File: config.mk
export PLATFORM = sky130hd
export DESIGN_NAME = mix_columns_engine
export DESIGN_NICKNAME = d
export VERILOG_FILES = /design/src/rtl/aes_pkg.sv /design/src/rtl/mix_column_word.sv /design/src/rtl/mix_columns_engine.sv
export SDC_FILE = /design/constraint.sdc
export NUM_CORES = 1
export LEC_CHECK = 0
export CORE_UTILIZATION = 49
export DETAILED_ROUTE_END_ITERATION = 16
export GPL_TIMING_DRIVEN = 1
export PLACE_DENSITY = 0.75
export SYNTH_ARGS = -nofsm -noshare
export SYNTH_HDL_FRONTEND = slang
export SYNTH_SLANG_ARGS = --single-unit
File: constraint.sdc
create_clock -name clk -period 9.5 [get_ports clk]
set_clock_uncertainty 0.05 [all_clocks]
set_input_delay 2.85 -clock clk [delete_from_list [all_inputs] [get_ports clk]]
set_output_delay 2.85 -clock clk [all_outputs]
set_load 0.005 [all_outputs]
File: src/rtl/aes_pkg.sv
// ---------------------------------------------------------------------------
// aes_pkg
// Shared pieces for the MixColumns / InvMixColumns engine:
//   AES_POLY      - reduction constant of x^8+x^4+x^3+x+1 (low byte)
//   state_t       - engine FSM states IDLE / BUSY / DONE
//   xtime         - multiply a GF(2^8) element by {02}
//   gf_mul_const  - multiply by a small constant ({01,02,03,09,0b,0d,0e})
//   mix_coef      - matrix coefficient for a (column byte - output row) offset
//   byte_lsb      - LSB position of state byte (col,row) in FIPS-197 order
//   col_lsb       - LSB position of a 32-bit column in the 128-bit state
// ---------------------------------------------------------------------------
package aes_pkg;

    localparam logic [7:0] AES_POLY = 8'h1b;

    typedef enum logic [1:0] {
        ST_IDLE = 2'd0,
        ST_BUSY = 2'd1,
        ST_DONE = 2'd2
    } state_t;

    function automatic logic [7:0] xtime(input logic [7:0] b);
        return {b[6:0], 1'b0} ^ (b[7] ? AES_POLY : 8'h00);
    endfunction

    // Every coefficient used by (Inv)MixColumns fits in four bits, so the
    // product is a XOR of b, 2b, 4b and 8b selected by the constant's bits.
    function automatic logic [7:0] gf_mul_const(input logic [3:0] c, input logic [7:0] b);
        logic [7:0] x2;
        logic [7:0] x4;
        logic [7:0] x8;
        x2 = xtime(b);
        x4 = xtime(x2);
        x8 = xtime(x4);
        return (c[0] ? b  : 8'h00) ^ (c[1] ? x2 : 8'h00) ^
               (c[2] ? x4 : 8'h00) ^ (c[3] ? x8 : 8'h00);
    endfunction

    // Both matrices are circulant: the coefficient only depends on
    // (input row - output row) mod 4.
    function automatic logic [3:0] mix_coef(input logic inv, input logic [1:0] d);
        logic [3:0] c;
        case ({inv, d})
            3'b000:  c = 4'h2;
            3'b001:  c = 4'h3;
            3'b010:  c = 4'h1;
            3'b011:  c = 4'h1;
            3'b100:  c = 4'he;
            3'b101:  c = 4'hb;
            3'b110:  c = 4'hd;
            default: c = 4'h9;
        endcase
        return c;
    endfunction

    function automatic int byte_lsb(input int col, input int row);
        return 120 - 32 * col - 8 * row;
    endfunction

    function automatic int col_lsb(input int col);
        return byte_lsb(col, 3);
    endfunction

endpackage

File: src/rtl/mix_column_word.sv
// ---------------------------------------------------------------------------
// mix_column_word
// Combinational transform of one 32-bit AES state column.
//   col_in  [31:0] - column, row 0 in bits [31:24]
//   inv            - 0: MixColumns, 1: InvMixColumns
//   col_out [31:0] - transformed column, same row order
// ---------------------------------------------------------------------------
module mix_column_word
    import aes_pkg::*;
(
    input  logic [31:0] col_in,
    input  logic        inv,
    output logic [31:0] col_out
);

    logic [7:0] w_acc;

    always_comb begin
        col_out = '0;
        w_acc   = 8'h00;
        for (int r = 0; r < 4; r++) begin
            w_acc = 8'h00;
            for (int k = 0; k < 4; k++) begin
                w_acc = w_acc ^ gf_mul_const(mix_coef(inv, 2'(k - r)), col_in[24 - 8 * k +: 8]);
            end
            col_out[24 - 8 * r +: 8] = w_acc;
        end
    end

endmodule

File: src/rtl/mix_columns_engine.sv
// ---------------------------------------------------------------------------
// mix_columns_engine
// Multi-cycle AES MixColumns / InvMixColumns unit. A 128-bit state is taken
// in, COLS_PER_CYCLE columns are transformed per cycle, and the result is
// offered downstream. One block is in flight at a time.
//   clk, rst_n               - clock, asynchronous active-low reset
//   in_valid / in_ready      - input handshake
//   in_data [127:0], in_inv  - state (FIPS-197 byte order) and direction
//   out_valid / out_ready    - output handshake
//   out_data [127:0]         - transformed state, held until the next result
// ---------------------------------------------------------------------------
module mix_columns_engine
    import aes_pkg::*;
#(
    parameter int COLS_PER_CYCLE = 1
) (
    input  logic         clk,
    input  logic         rst_n,
    input  logic         in_valid,
    output logic         in_ready,
    input  logic [127:0] in_data,
    input  logic         in_inv,
    output logic         out_valid,
    input  logic         out_ready,
    output logic [127:0] out_data
);

    localparam int P  = COLS_PER_CYCLE;
    localparam int N  = (P > 0) ? 4 / P : 1;
    localparam int BW = (N > 1) ? $clog2(N) : 1;
    localparam logic [BW-1:0] LAST_BEAT = BW'(N - 1);

    if (P != 1 && P != 2 && P != 4) begin : g_bad_cols_per_cycle
        $error("mix_columns_engine: COLS_PER_CYCLE must be 1, 2 or 4");
    end

    state_t           r_state;
    logic             r_in_ready;
    logic             r_out_valid;
    logic [127:0]     r_out_data;
    logic [BW-1:0]    r_beat;
    logic             r_inv;
    logic [127:0]     r_work;

    logic [P*32-1:0]  w_col_in;
    logic [P*32-1:0]  w_col_out;
    logic [127:0]     w_next;

    // Column c is handled on beat c/P by multiplier slot c%P.
    always_comb begin
        w_col_in = '0;
        for (int c = 0; c < 4; c++) begin
            if (r_beat == BW'(c / P)) begin
                w_col_in[32 * (c % P) +: 32] = r_work[col_lsb(c) +: 32];
            end
        end
    end

    for (genvar g = 0; g < P; g++) begin : g_col
        mix_column_word u_col (
            .col_in  (w_col_in[32 * g +: 32]),
            .inv     (r_inv),
            .col_out (w_col_out[32 * g +: 32])
        );
    end

    // Working state with this beat's columns replaced; on the last beat this
    // is the complete result.
    always_comb begin
        w_next = r_work;
        for (int c = 0; c < 4; c++) begin
            if (r_beat == BW'(c / P)) begin
                w_next[col_lsb(c) +: 32] = w_col_out[32 * (c % P) +: 32];
            end
        end
    end

    always_ff @(posedge clk or negedge rst_n) begin
        if (!rst_n) begin
            r_state     <= ST_IDLE;
            r_in_ready  <= 1'b1;
            r_out_valid <= 1'b0;
            r_out_data  <= '0;
            r_beat      <= '0;
            r_inv       <= 1'b0;
        end else begin
            case (r_state)
                ST_IDLE: begin
                    if (in_valid) begin
                        r_inv      <= in_inv;
                        r_beat     <= '0;
                        r_in_ready <= 1'b0;
                        r_state    <= ST_BUSY;
                    end
                end
                ST_BUSY: begin
                    if (r_beat == LAST_BEAT) begin
                        r_beat      <= '0;
                        r_out_data  <= w_next;
                        r_out_valid <= 1'b1;
                        r_state     <= ST_DONE;
                    end else begin
                        r_beat <= r_beat + BW'(1);
                    end
                end
                ST_DONE: begin
                    if (out_ready) begin
                        r_out_valid <= 1'b0;
                        r_in_ready  <= 1'b1;
                        r_state     <= ST_IDLE;
                    end
                end
                default: begin
                    r_state     <= ST_IDLE;
                    r_in_ready  <= 1'b1;
                    r_out_valid <= 1'b0;
                end
            endcase
        end
    end

    // The working register is pure data and needs no reset.
    always_ff @(posedge clk) begin
        if (r_state == ST_IDLE && in_valid) begin
            r_work <= in_data;
        end else if (r_state == ST_BUSY) begin
            r_work <= w_next;
        end
    end

    assign in_ready  = r_in_ready;
    assign out_valid = r_out_valid;
    assign out_data  = r_out_data;

endmodule

==> flow_metrics.py <==
metrics = {
    "run_status": {
        "status": "finished, violations left",
        "failed_checks": "DRC",
    },
    "route": {
        "drt_iter0_markers": 1291,
        "drc": 11,
        "wl_per_cell_um": 22.7,
        "first_pass_iters": 12,
        "drtAntennaViolNets": 0,
        "finalWirelength_mm": 49.2,
        "num_vias": 13254,
        "via_per_inst": 6.10,
    },
    "setup_path": {
        "start_kind": "register",
        "cp_max_fo": 35,
        "worstSetupPathType": "reg -> reg",
        "crit_buf_inv": 3,
        "critical-path-top-delay-family": "XOR/XNOR gates",
        "cp_cell_sequence": "ha_2 > buf_4 > buf_4 > nand2b_1 > buf_4 > o22a_1 > and2_1 > xnor2_4 > xnor2_1 > xor3_1 > nor2_1 > xnor2_1 > nand2_1 > a22o_1",
        "critical_path_arrival_ps": 5450,
        "cpMostUsedCell": "buf_4",
        "worst_setup_path_end_kind": "register",
        "max_stage_delay_ps": 870,
        "required_ps": 9760,
        "cpMaxStageDelayCell": "xnor2_1",
    },
    "clocking": {
        "clockRootBuffer": "clkbuf_16",
        "clock_sinks": 263,
        "htree_num_levels": 1,
        "clk_pin_slew_worst_paths_ps": 60,
        "clock_latency_ps": 560,
        "numCtsBuffers": 28,
        "cts_setup_buffers": 0,
        "cts_max_path_buffers": 3,
        "postCtsResizedCells": 0,
        "holdBufCountCts": 0,
        "cts_tree": "done",
    },
    "cells_and_area": {
        "mostFrequentLayoutCell": "clkdlybuf4s50_1",
        "drive_gt1_frac": 0.0923,
        "nNetsFinal": 1892,
        "syn_to_final_growth_pct": 24.5,
        "nFillCells": 2490,
        "final_cell_mix": "clkdlybuf4s50_1 (261), nand2_1 (218), nor2_1 (205)",
        "antenna_cells": 0,
    },
    "logic_synthesis": {
        "ys.flop_type": "dfrtp_1",
        "yosysWarnings": 0,
        "ys_seq_area_frac": 0.466,
        "async_flop_share": 0.513,
        "avgSynthCellArea_um2": 10.0,
        "syn_area_um2": 15500,
        "syn-num-nets": 1685,
        "syn_inst": 1548,
        "synth.ff_latch_count": 263,
        "synth_edf_count": 128,
        "ys_types": 68,
    },
    "sta": {
        "fin_crit_ps": 5180,
        "hold_violations": 0,
        "clock.fmax_mhz": 193,
        "slew_headroom": 0.276,
        "rsz0062_at_grt": "false",
        "fin_crit_sh": 0.546,
        "setup_tns_ps": 0,
        "setup-violations-final": 0,
        "slew_violations": 0,
        "worst_slew_pin_slew_ps": 1090,
    },
    "placed_design": {
        "hpwl_mm": 34.2,
        "numPortBuffers": 262,
        "gp_congestion": 0.944,
    },
    "die": {
        "dieArea_um2": 32400,
        "rows": 64,
        "fp.dieH_um": 180,
        "die_w_um": 180,
        "io-pin-count": 263,
        "core_area_um2": 30800,
        "floorplan.initialDensity": 0.503,
    },
    "job": {
        "max-cap-violations": 0,
    },
    "global_route": {
        "grt_usage": 0.301,
        "antenna_found_initial": 0,
        "grt_pass1_vias": 12944,
        "grt_overflow": 0,
        "grt_pass1_wl_mm": 75.8,
        "grt_max_degree": 104,
    },
    "min_path": {
        "hp-class": "reg -> reg",
    },
}
[synth_stat cells (all sizes together), types with 11 or more instances]
cell | instances | share of area
a21o | 15 | 0.0073
dfrtp | 134 | 0.22
o21ai | 91 | 0.029
and2 | 21 | 0.0090
and3 | 15 | 0.0061
nor2 | 219 | 0.055
a22o | 50 | 0.028
o22ai | 17 | 0.0081
xor2 | 20 | 0.013
o21a | 16 | 0.0077
o211ai | 11 | 0.0053
nand3 | 32 | 0.010
mux2 | 18 | 0.013
a211oi | 12 | 0.0071
o31ai | 34 | 0.018
edfxtp | 128 | 0.25
buf | 34 | 0.013
nand2 | 221 | 0.054
mux2i | 16 | 0.010
a221o | 27 | 0.017
a21oi | 70 | 0.024
xnor2 | 127 | 0.081
a31oi | 38 | 0.017
clkbuf | 72 | 0.017
xnor3 | 18 | 0.026
[logic make-up (layout without fill, tap and decap cells)]
logic type,Yosys count,after routing,synth area share
AOI/OAI and AO/OA,421,421,0.200
xor gates and xnor gates,169,169,0.126
adders and majority gates,4,4,0.00323
buffers and inverters,115,343,0.0331
DFF,263,263,0.466
muxes,34,34,0.0234
and+or+nand+nor,542,542,0.148
[registers in the layout, summed over array words and instances, names as in the netlist]
signal	flops
in_ready	1
r_work	128
r_beat	2
out_data	128
out_valid	1
r_inv	1
r_state	2
[worst paths after layout]
path	cells past startpoint	slack, ps	end	from
max	14	4320	r_work[110]	r_beat[0]
min	2	430	out_data[6]	out_data[6]
max reg2reg	14	4320	r_work[110]	r_beat[0]
min reg2reg	2	430	out_data[6]	out_data[6]
max in group asynchronous	2	5760	out_data[69]	rst_n
min in group asynchronous	1	2250	out_data[42]	rst_n
[worst register-to-register path: stages (launching register included)]
cell and delay, ps:
dfrtp_1 420, ha_2 190, buf_4 350, buf_4 480
nand2b_1 200, buf_4 440, o22a_1 280, and2_1 490
xnor2_4 220, xnor2_1 290, xor3_1 210, nor2_1 60
xnor2_1 870, nand2_1 180, a22o_1 220
[stage by stage]
step	hold WS, ps	worst slack, ps	std cells	util	instance area [um2]
4_1_cts	429	4370	2172	0.626	19300
2_1_floorplan	420	533	1548	-	15500
6_report	426	4320	2172	0.626	19300
5_1_grt	442	4100	2172	0.626	19300
3_3_place_gp	410	4140	2121	0.595	18400
3_5_place_dp	414	4110	2121	0.595	18400
[metal layers]
layer | track usage | part of all wire | vias up
met5 | 0 | 0 | -
met4 | 0.0834 | 0.023 | 0
met3 | 0.0470 | 0.089 | 84
met2 | 0.481 | 0.46 | 704
met1 | 0.426 | 0.42 | 6497
li1 | - | - | 5969
[cell type report]
type / instances / area, um2 / share of cell area
multi-input combinational: 1170 / 7820 / 0.405
sequential: 263 / 7220 / 0.374
timing repair buffer: 283 / 2780 / 0.144
clock buffer: 43 / 828 / 0.0429
tap: 396 / 495 / 0.0257
clock inverter: 8 / 123 / 0.00635
inverter: 9 / 36.3 / 0.00188
Power is not shown: default switching activity piles up to over one toggle a cycle in this logic, so the estimate is an artifact.
